<file path="config.mk">
export PLATFORM = sky130hd
export DESIGN_NAME = qc_shift_scheduler
export DESIGN_NICKNAME = d
export VERILOG_FILES = /design/src/rtl/qc_shift_scheduler.sv
export SDC_FILE = /design/constraint.sdc
export NUM_CORES = 1
export LEC_CHECK = 0
export CAP_MARGIN = 30
export CORE_ASPECT_RATIO = 0.7
export CORE_MARGIN = 5
export CORE_UTILIZATION = 31
export DETAILED_ROUTE_END_ITERATION = 8
export PLACE_DENSITY = 0.46
export SLEW_MARGIN = 10
export SYNTH_ARGS = -nofsm -noshare
export SYNTH_HDL_FRONTEND = slang
export SYNTH_SLANG_ARGS = --single-unit
</file>
<file path="constraint.sdc">
create_clock -name CLK -period 3.85 [get_ports CLK]
set_clock_uncertainty 0.15 [all_clocks]
set_input_delay 0.77 -clock CLK [delete_from_list [all_inputs] [get_ports CLK]]
set_output_delay 0.77 -clock CLK [all_outputs]
set_load 0.05 [all_outputs]
</file>
<file path="src/rtl/qc_shift_scheduler.sv">
// Walks a programmable QC-LDPC base-matrix table row-major, issuing shift/column
// commands to a fixed-latency circular shifter and realigning entry tags to its output.
module qc_shift_scheduler #(
    parameter int MAXZ      = 8,
    parameter int MAX_ROWS  = 4,
    parameter int MAX_COLS  = 8,
    parameter int SHIFT_LAT = 4,
    parameter int CREDITS   = 4
) (
    input  logic                          CLK,
    input  logic                          rst_n,
    input  logic                          cfg_we,
    input  logic [$clog2(MAX_ROWS)-1:0]   cfg_row,
    input  logic [$clog2(MAX_COLS)-1:0]   cfg_col,
    input  logic                          cfg_present,
    input  logic [$clog2(MAXZ)-1:0]       cfg_shift,
    input  logic [$clog2(MAX_ROWS):0]     cfg_nrows,
    input  logic [$clog2(MAX_COLS):0]     cfg_ncols,
    input  logic                          start,
    output logic                          busy,
    output logic                          done,
    output logic [$clog2(MAXZ)-1:0]       sh_shift_val,
    output logic [$clog2(MAX_COLS)-1:0]   sh_col,
    output logic                          sh_issue,
    output logic                          out_valid,
    output logic [$clog2(MAX_ROWS)-1:0]   out_row,
    output logic [$clog2(MAX_COLS)-1:0]   out_col,
    output logic                          out_last,
    input  logic                          ret_credit,
    output logic                          credit_err
);
    localparam int ZW = $clog2(MAXZ);
    localparam int RW = $clog2(MAX_ROWS);
    localparam int CW = $clog2(MAX_COLS);
    localparam int NE = MAX_ROWS * MAX_COLS;
    localparam int IW = $clog2(NE);
    localparam int KW = $clog2(CREDITS + 1);
    // Every delay stage except the output one; the output stage empties on the done edge.
    localparam logic [SHIFT_LAT-1:0] HEAD_MASK = SHIFT_LAT'((64'd1 << (SHIFT_LAT - 1)) - 64'd1);

    typedef enum logic [1:0] {IDLE, RUN, DRAIN} state_t;

    state_t          state_reg;
    logic [RW-1:0]   row_reg, issue_row_reg;
    logic [CW-1:0]   col_reg;
    logic [RW:0]     nrows_reg;
    logic [CW:0]     ncols_reg;
    logic            issue_last_reg;
    logic [KW-1:0]   credit_reg;

    logic            present_mem [NE];
    logic [ZW-1:0]   shift_mem   [NE];

    logic [SHIFT_LAT-1:0] dl_valid, dl_last;
    logic [RW-1:0]        dl_row [SHIFT_LAT];
    logic [CW-1:0]        dl_col [SHIFT_LAT];

    logic [IW-1:0]   wr_idx, cur_idx;
    logic            cur_present, issue_now, advance, col_last, at_end, is_last, pending, bad_dims;
    logic [ZW-1:0]   cur_shift;
    logic [NE-1:0]   later_present;

    assign wr_idx      = IW'(cfg_row) * IW'(MAX_COLS) + IW'(cfg_col);
    assign cur_idx     = IW'(row_reg) * IW'(MAX_COLS) + IW'(col_reg);
    assign cur_present = present_mem[cur_idx];
    assign cur_shift   = shift_mem[cur_idx];
    assign issue_now   = (state_reg == RUN) && cur_present && (credit_reg != '0);
    assign advance     = (state_reg == RUN) && (!cur_present || (credit_reg != '0));
    assign col_last    = ({1'b0, col_reg} == ncols_reg - (CW+1)'(1));
    assign at_end      = col_last && ({1'b0, row_reg} == nrows_reg - (RW+1)'(1));
    assign pending     = sh_issue || (|(dl_valid & HEAD_MASK));
    assign bad_dims    = (cfg_nrows == '0) || (cfg_ncols == '0) ||
                         (cfg_nrows > (RW+1)'(MAX_ROWS)) || (cfg_ncols > (CW+1)'(MAX_COLS));

    // Lookahead: an entry is last when no present entry follows it inside the active window.
    genvar gi;
    for (gi = 0; gi < NE; gi++) begin : g_look
        localparam logic [RW:0] ER = (RW+1)'(gi / MAX_COLS);
        localparam logic [CW:0] EC = (CW+1)'(gi % MAX_COLS);
        assign later_present[gi] = present_mem[gi] && (ER < nrows_reg) && (EC < ncols_reg) &&
            ((ER > {1'b0, row_reg}) || ((ER == {1'b0, row_reg}) && (EC > {1'b0, col_reg})));
    end
    assign is_last = ~|later_present;

    always_ff @(posedge CLK or negedge rst_n) begin
        if (!rst_n) begin
            for (int i = 0; i < NE; i++) begin
                present_mem[i] <= 1'b0;
                shift_mem[i]   <= '0;
            end
        end else if (cfg_we && !busy) begin
            present_mem[wr_idx] <= cfg_present;
            shift_mem[wr_idx]   <= cfg_shift;
        end
    end

    always_ff @(posedge CLK or negedge rst_n) begin
        if (!rst_n) begin
            state_reg      <= IDLE;
            row_reg        <= '0;
            col_reg        <= '0;
            nrows_reg      <= '0;
            ncols_reg      <= '0;
            busy           <= 1'b0;
            done           <= 1'b0;
            sh_issue       <= 1'b0;
            sh_shift_val   <= '0;
            sh_col         <= '0;
            issue_row_reg  <= '0;
            issue_last_reg <= 1'b0;
        end else begin
            done     <= 1'b0;
            sh_issue <= issue_now;
            if (issue_now) begin
                sh_shift_val   <= cur_shift;
                sh_col         <= col_reg;
                issue_row_reg  <= row_reg;
                issue_last_reg <= is_last;
            end
            case (state_reg)
                IDLE: if (start) begin
                    nrows_reg <= cfg_nrows;
                    ncols_reg <= cfg_ncols;
                    row_reg   <= '0;
                    col_reg   <= '0;
                    busy      <= 1'b1;
                    state_reg <= bad_dims ? DRAIN : RUN;
                end
                RUN: if (advance) begin
                    if (at_end) begin
                        state_reg <= DRAIN;
                    end else if (col_last) begin
                        col_reg <= '0;
                        row_reg <= row_reg + RW'(1);
                    end else begin
                        col_reg <= col_reg + CW'(1);
                    end
                end
                DRAIN: if (!pending) begin
                    done      <= 1'b1;
                    busy      <= 1'b0;
                    state_reg <= IDLE;
                end
                default: state_reg <= IDLE;
            endcase
        end
    end

    // A return coinciding with an issue cancels out; a return into a full counter is an error.
    always_ff @(posedge CLK or negedge rst_n) begin
        if (!rst_n) begin
            credit_reg <= KW'(CREDITS);
            credit_err <= 1'b0;
        end else begin
            case ({issue_now, ret_credit})
                2'b10: credit_reg <= credit_reg - KW'(1);
                2'b01: begin
                    if (credit_reg == KW'(CREDITS)) credit_err <= 1'b1;
                    else                            credit_reg <= credit_reg + KW'(1);
                end
                default: ;
            endcase
        end
    end

    always_ff @(posedge CLK or negedge rst_n) begin
        if (!rst_n) begin
            dl_valid <= '0;
            dl_last  <= '0;
            for (int i = 0; i < SHIFT_LAT; i++) begin
                dl_row[i] <= '0;
                dl_col[i] <= '0;
            end
        end else begin
            dl_valid[0] <= sh_issue;
            dl_last[0]  <= sh_issue && issue_last_reg;
            dl_row[0]   <= issue_row_reg;
            dl_col[0]   <= sh_col;
            for (int i = 1; i < SHIFT_LAT; i++) begin
                dl_valid[i] <= dl_valid[i-1];
                dl_last[i]  <= dl_last[i-1];
                dl_row[i]   <= dl_row[i-1];
                dl_col[i]   <= dl_col[i-1];
            end
        end
    end

    assign out_valid = dl_valid[SHIFT_LAT-1];
    assign out_last  = dl_last[SHIFT_LAT-1];
    assign out_row   = dl_row[SHIFT_LAT-1];
    assign out_col   = dl_col[SHIFT_LAT-1];
endmodule

</file>
==> results of run 1 <==
## metal layers
| layer | global-route usage, % | vias to the layer above | wire length [microns] |
|---|---|---|---|
| met3 | 3.519 | 18 | 914 |
| met4 | 3.801 | 0 | 232 |
| met2 | 22.74 | 137 | 10780 |
| met5 | 0 | - | 0 |
| li1 | - | 2678 | - |
| met1 | 24.10 | 3066 | 13140 |
## synthesized netlist by cell type, drive strengths merged (7+ instances only)
cell,n
nor2b,7
ha,13
buf,19
nor2,35
mux2,134
mux2i,21
nand3,9
nand2,56
and3,8
dfrtp,185
o21ai,25
nor3,8
o221ai,9
a21oi,26
clkbuf,19
inv,15
o22ai,7
mux4,24
## through the flow
step	util, %	std cells	instance area [sq um]
after global placement	33.97	1103	9792
after floorplan	-	711	9034
after global routing	36.09	1135	10400
after detailed placement	34.12	1105	9834
after CTS	36.09	1135	10400
final	36.09	1135	10400
## power breakdown
part / switching (mW) / internal, mW
registers: 0.430 / 2.42
clock network: 0.792 / 0.934
logic: 1.02 / 0.899
total: 2.24 / 4.25
## final cells by class
type / instances / area (sq um)
fill: 2818 / 18420
sequential: 186 / 4657
multi-input combinational: 471 / 4090
timing repair buffer: 54 / 554.3
tap: 378 / 473.0
clock buffer: 20 / 456.7
clock inverter: 10 / 110.1
inverter: 16 / 60.06
## worst max-delay path, cell delays in order (launching register included)
cell and delay [ps]:
dfrtp_2 670, mux4_2 570, and2_1 170, a21oi_1 220, a2111o_1 320, nand3_1 150
fa_1 470, mux2_2 270, nand2_1 60, o21ai_0 90
## kinds of logic (layout without fill, tap and decap cells)
family	after synthesis	count (layout)	share of synthesized area, %
compound gates	110	110	8.726
xor+xnor	8	8	0.7757
fa+ha+maj	16	16	2.244
buf+inv	54	100	3.186
flops	186	186	51.54
mux	179	179	25.01
simple gates	158	158	8.518
## layout by cell type (no fill, tap or decap), types with 4 or more instances in the layout
cell and instances:
nand3b_1 5, a211oi_1 6, o22ai_1 7, ha_1 13, nor2b_1 7, nand3_1 8, and2_1 5, o221ai_1 8
mux2i_1 21, nand2_1 55, buf_4 13, inv_1 15, mux4_2 24, xor2_1 5, or3_1 4, clkbuf_16 17
a21oi_1 26, nor3_1 8, and3_1 8, nor2_1 35, clkdlybuf4s50_1 36, nor3b_1 5, dfrtp_1 184, mux2_2 134
nand2b_1 6, o21ai_0 23
## worst max-delay path by stage
| stage | from | to | slack, ps |
|---|---|---|---|
| floorplan | col_reg[0]$_DFFE_PN0P_ | credit_reg[1]$_DFFE_PN0P_ | 1110 |
| global placement | col_reg[0]$_DFFE_PN0P_ | credit_reg[1]$_DFFE_PN0P_ | 690 |
| detailed placement | col_reg[0]$_DFFE_PN0P_ | credit_reg[1]$_DFFE_PN0P_ | 630 |
| CTS | col_reg[0]$_DFFE_PN0P_ | credit_reg[1]$_DFFE_PN0P_ | 600 |
| global route | col_reg[0]$_DFFE_PN0P_ | credit_reg[1]$_DFFE_PN0P_ | 410 |
| finish | col_reg[0]$_DFFE_PN0P_ | credit_reg[1]$_DFFE_PN0P_ | 570 |
==> impl_results.md, run 1 <==
- Mapped Area: 9034 sq um
- Hold Fails Final Rpt: 0
- Overall die width: 214.0 microns
- Initial antenna violation count: 0
- Area growth, synth to finish: 15.14%
- Synth warn: 0
- Top Ports: 38
- Number of DRC violations after detailed routing: 0
- Mean number of vias per cell: 5.197
- Sort of element at the end of the critical path: flop
- Setup violations, final: 0
- Most frequently used flop master after synthesis: dfrtp_1
- TritonCTS clock tree: done
- Post-DP HPWL: 18.08 mm
- Chip Height: around 150 microns
- Number of library cell types mapped by synthesis: 65
- Sequential area share after synthesis: 51.54%
- Initial standard-cell utilization of the core: 31.34%
- Hold Worst Slack: 164.8 ps
- Buffer type at the clock tree root: clkbuf_16
- Share of the synthesized area in the top cell type: approximately 51%
- Number of setup buffers added after CTS: 0
- Sum of overflow across all layers after global routing: 0
- Min Clock Period, post-route: 3278 ps
- Setup repair after global routing missed its margin: false
- Cell count of the worst reg-to-reg path: 9
- Count of inserted antenna diode cells: 0
- WP data arrival: 3450 ps
- Cell count after synthesis: 711
- Number of nets in the layout: 781
- Leakage dissipation: 4.519 nW
- Max-cap violations: 0
- Number of enable-type register cells in the synthesized netlist: 0
- Clock latency on the worst-skew pair: about 460 ps
- R2r startpoint: col_reg[0]$_DFFE_PN0P_
- Area enclosed by the die boundary: 32710 sq um
- Leading post-synthesis cells by cell area: dfrtp_1 51%, mux2_2 17%, mux4_2 6.0%, mux2i_1 2.3%, nand2_1 2.3%
- Worst setup path class: flop to flop
- Fraction of layout cells with a size suffix above 1: between 20% and 30%
- Post-synthesis net count: 746
- Top fanout value on the critical path: 19
- Max-slew violation count: 0
- TritonCTS Sinks: 186
- Antenna viol nets, final: 0
- Peak Freq: 305.1 MHz
- Pin count of the biggest net entering global routing: 68
- Overall track demand over capacity in global routing: approximately 16%
- Most flop-heavy register: shift_mem
- Cts bufs inserted: 17
- Number of flip-flops in the largest register: 96
- Number of I/O port buffers: 37
- Data required, critical path: approximately 4000 ps
- Detailed-routing iteration count for the pre-antenna-repair pass: 5
- Max transition margin: between 40% and 50%
- Post-placement worst setup slack: 631.8 ps
- Worst R2R Setup Slack: approximately 570 ps
- Share of flip-flops with an asynchronous set or reset: 100.0%
- R2r endpoint: credit_reg[1]$_DFFE_PN0P_
- Period utilization: 85.14%
- Type of the worst min-delay path: input pin to async pin
- Core Footprint: 28820 sq um
- Via Count: between 5000 and 6000
- Total wirelength of the detailed-routed design: 25.07 mm
- Result of the run: completed
- Number of hold-repair buffers added at the cts stage: 0
- CP Launch Type: flop
- Maximum VDD drop: 390.7 uV
- Count of state elements after synthesis: between 150 and 200
- Pwr Total: ~6.5 mW
- # resized after CTS: 0
- Slew at the pin with the worst max-slew slack: 770.9 ps
- Average routed wire per standard cell: approximately 22 microns
- Floorplan row count: 52
- Final WS setup: 572.2 ps
- Biggest registers after layout: shift_mem x96, present_mem x32, dl_col x9
- Buffer levels on the longest clock path: 2
- H-tree levels: 4
- Final estimated routing congestion in global placement: about 0.87
- Sum of negative setup slack: 0 ps
- Cell type with the largest total area after synthesis: dfrtp_1
- Wire length of the first global-routing pass: just under 40 mm
- Average size of a mapped cell: 12.71 sq um
- Power density of the placed cells: about 620 nW/um^2
- Clock transition at the registers of the reported paths: 70 ps
- Violation count after the first detailed-routing iteration: 395
- Via count of the first global-routing pass: 6345
(Power assumes the default switching activity.)
==> inputs of run 2 (changes only) <==
--- a/config.mk
+++ b/config.mk
@@ -6,11 +6,13 @@
 export NUM_CORES = 1
 export LEC_CHECK = 0
 export CAP_MARGIN = 30
+export CELL_PAD_IN_SITES_DETAIL_PLACEMENT = 2
+export CELL_PAD_IN_SITES_GLOBAL_PLACEMENT = 2
 export CORE_ASPECT_RATIO = 0.7
 export CORE_MARGIN = 5
 export CORE_UTILIZATION = 31
 export DETAILED_ROUTE_END_ITERATION = 8
-export PLACE_DENSITY = 0.46
+export PLACE_DENSITY = 0.61
 export SLEW_MARGIN = 10
 export SYNTH_ARGS = -nofsm -noshare
 export SYNTH_HDL_FRONTEND = slang
==> run 2 against run 1 <==
Net effect: sequential power about the same; core utilization down 0.061 points; critical path depth up 1; global-route usage up 1.2 points; sequential share of layout area up 0.087 points; via count up 0.86%; worst hold slack better by 29 ps; cell count unchanged; largest cell class unchanged; largest power group unchanged.
==> impl_results.md, run 2 (synthesized netlist as in run 1, its figures left out) <==
- Buffer levels on the longest clock path: 2
- Pin count of the biggest net entering global routing: between 90 and 100
- Number of setup buffers added after CTS: 0
- Standard cell area after detailed placement: 9803 sq um
- Max-slew violation count: 0
- Instance count on the critical path: 10
- CP Launch Type: flop
- Initial antenna violation count: 1
- Most flop-heavy register: shift_mem
- H-tree levels: 4
- Hold Worst Slack: 194.2 ps
- Post-DP HPWL: 19.80 mm
- Sum of negative setup slack: 0 ps
- Total wirelength of the detailed-routed design: roughly 27 mm
- Sum of overflow across all layers after global routing: 0
- Leakage dissipation: 4.518 nW
- Launching instance or port of the critical path: col_reg[1]$_DFFE_PN0P_
- Initial standard-cell utilization of the core: 31.34%
- Overall track demand over capacity in global routing: 17.01%
- Max-cap violations: 0
- Type of the worst min-delay path: flop to flop
- Sort of element at the end of the critical path: flop
- Cts bufs inserted: 17
- Cell count of the worst reg-to-reg path: 10
- Slowest library cell on the worst path: dfrtp_2
- Worst R2R Setup Slack: 480 ps
- TritonCTS Sinks: 186
- Chip Height: 152.8 microns
- Floorplan row count: 52
- Leading cell type in the layout, fill and taps excluded: dfrtp_1
- Clock latency on the worst-skew pair: around 460 ps
- Data required, critical path: a little over 4000 ps
- Setup repair after global routing missed its margin: false
- Buf+Inv Stages, Crit Path: 1
- Average routed wire per standard cell: 23.65 microns
- Number of DRC violations after detailed routing: 0
- Number of I/O port buffers: 37
- Leading cell types in the layout, fill and taps excluded: 183 x dfrtp_1, 134 x mux2_2, 55 x nand2_1
- Maximum VDD drop: 262.8 uV
- R2r endpoint: credit_reg[1]$_DFFE_PN0P_
- Area enclosed by the die boundary: 32710 sq um
- Max transition margin: between 40 and 50%
- Worst setup path class: flop to flop
- Detailed-routing iteration count for the pre-antenna-repair pass: 4
- Top Ports: 38
- Biggest registers after layout: shift_mem x96, present_mem x32, dl_col x9
- Destination of the critical timing path: credit_reg[1]$_DFFE_PN0P_
- Clock transition at the registers of the reported paths: 70 ps
- Dpl cells: about 1100
- Hold Fails Final Rpt: 0
- Power density of the placed cells: 636.0 nW/um^2
- Pwr Total: 6.604 mW
- Final cell area excluding filler cells: 10380 sq um
- Number of nets in the layout: 780
- Via Count: a little under 6000
- Fin cells: approximately 1100
- Final estimated routing congestion in global placement: 0.8347
- WP data arrival: 3550 ps
- Core Footprint: 28820 sq um
- Number of flip-flops in the largest register: 96
- Fraction of layout cells with a size suffix above 1: 29.19%
- Mean number of vias per cell: 5.242
- Max stage delay on crit path: about 740 ps
- Overall die width: 214.0 microns
- R2r startpoint: col_reg[1]$_DFFE_PN0P_
- Setup violations, final: 0
- Number of hold-repair buffers added at the cts stage: 0
- Slew at the pin with the worst max-slew slack: 823.0 ps
- Antenna viol nets, final: 0
- Buffer type at the clock tree root: clkbuf_16
- Via count of the first global-routing pass: 6761
- # fillers: between 2000 and 3000
- Count of inserted antenna diode cells: 0
- Wire length of the first global-routing pass: about 43 mm
- Result of the run: completed
- TritonCTS clock tree: done
- Top fanout value on the critical path: 25
- Peak Freq: 296.6 MHz
- Period utilization: 87.56%
- # resized after CTS: 0
- Gate family responsible for the most delay along the worst path: flip-flops
- Violation count after the first detailed-routing iteration: 299
- Min Clock Period, post-route: 3371 ps
- Area growth, synth to finish: 14.94%
- Critical path cell sequence: buf_4 > mux4_2 > o2bb2ai_1 > nor3_1 > o211ai_4 > nand3_1 > fa_1 > mux2_2 > nand2_1 > o21ai_0
## run 2: area by class of cell
| cell class | count | area [sq um] | share of cell area (%) |
|---|---|---|---|
| Sequential cell | 186 | 4658 | 44.86 |
| Multi-Input combinational cell | 471 | 4090 | 39.39 |
| Timing Repair Buffer | 53 | 521.8 | 5.025 |
| Tap cell | 378 | 473.0 | 4.555 |
| Clock buffer | 19 | 442.9 | 4.266 |
| Clock inverter | 12 | 137.6 | 1.325 |
| Inverter | 16 | 60.06 | 0.5784 |
## run 2: how the worst min path moves through the flow
stage                     slack [ps]              endpoint  cells past startpoint                  from
after global placement           180   dl_col[8]$_DFF_PN0_                      0  dl_col[11]$_DFF_PN0_
final                            190  dl_last[2]$_DFF_PN0_                      0  dl_last[1]$_DFF_PN0_
after global routing             200  dl_last[2]$_DFF_PN0_                      0  dl_last[1]$_DFF_PN0_
after detailed placement         190   dl_col[6]$_DFF_PN0_                      0   dl_col[9]$_DFF_PN0_
after CTS                        200   dl_col[6]$_DFF_PN0_                      0   dl_col[9]$_DFF_PN0_
after floorplan                  180   dl_col[3]$_DFF_PN0_                      0   dl_col[6]$_DFF_PN0_
## run 2: layer usage
metal | part of all wire (%) | vias up | GRT usage [%]
met5 | 0 | - | 0
met1 | 49 | 3154 | 24.44
met4 | 0.91 | 0 | 3.863
met2 | 46 | 96 | 26.41
met3 | 4.4 | 25 | 3.974
li1 | - | 2675 | -
## run 2: per-stage QoR
| stage | utilization [%] | setup slack [ps] |
|---|---|---|
| finish | 36.03 | 478.9 |
| global route | 36.03 | 290.5 |
| CTS | 36.03 | 459.3 |
| detailed placement | 34.01 | 508.6 |
| global placement | 33.91 | 567.4 |
| floorplan | - | 1111 |
## run 2: where the power goes
group	internal (mW)	switching, mW	leakage (nW)
registers	2.42	0.467	2.49
clock network	0.978	0.798	0.286
logic	0.896	1.05	1.75
total	4.29	2.31	4.52
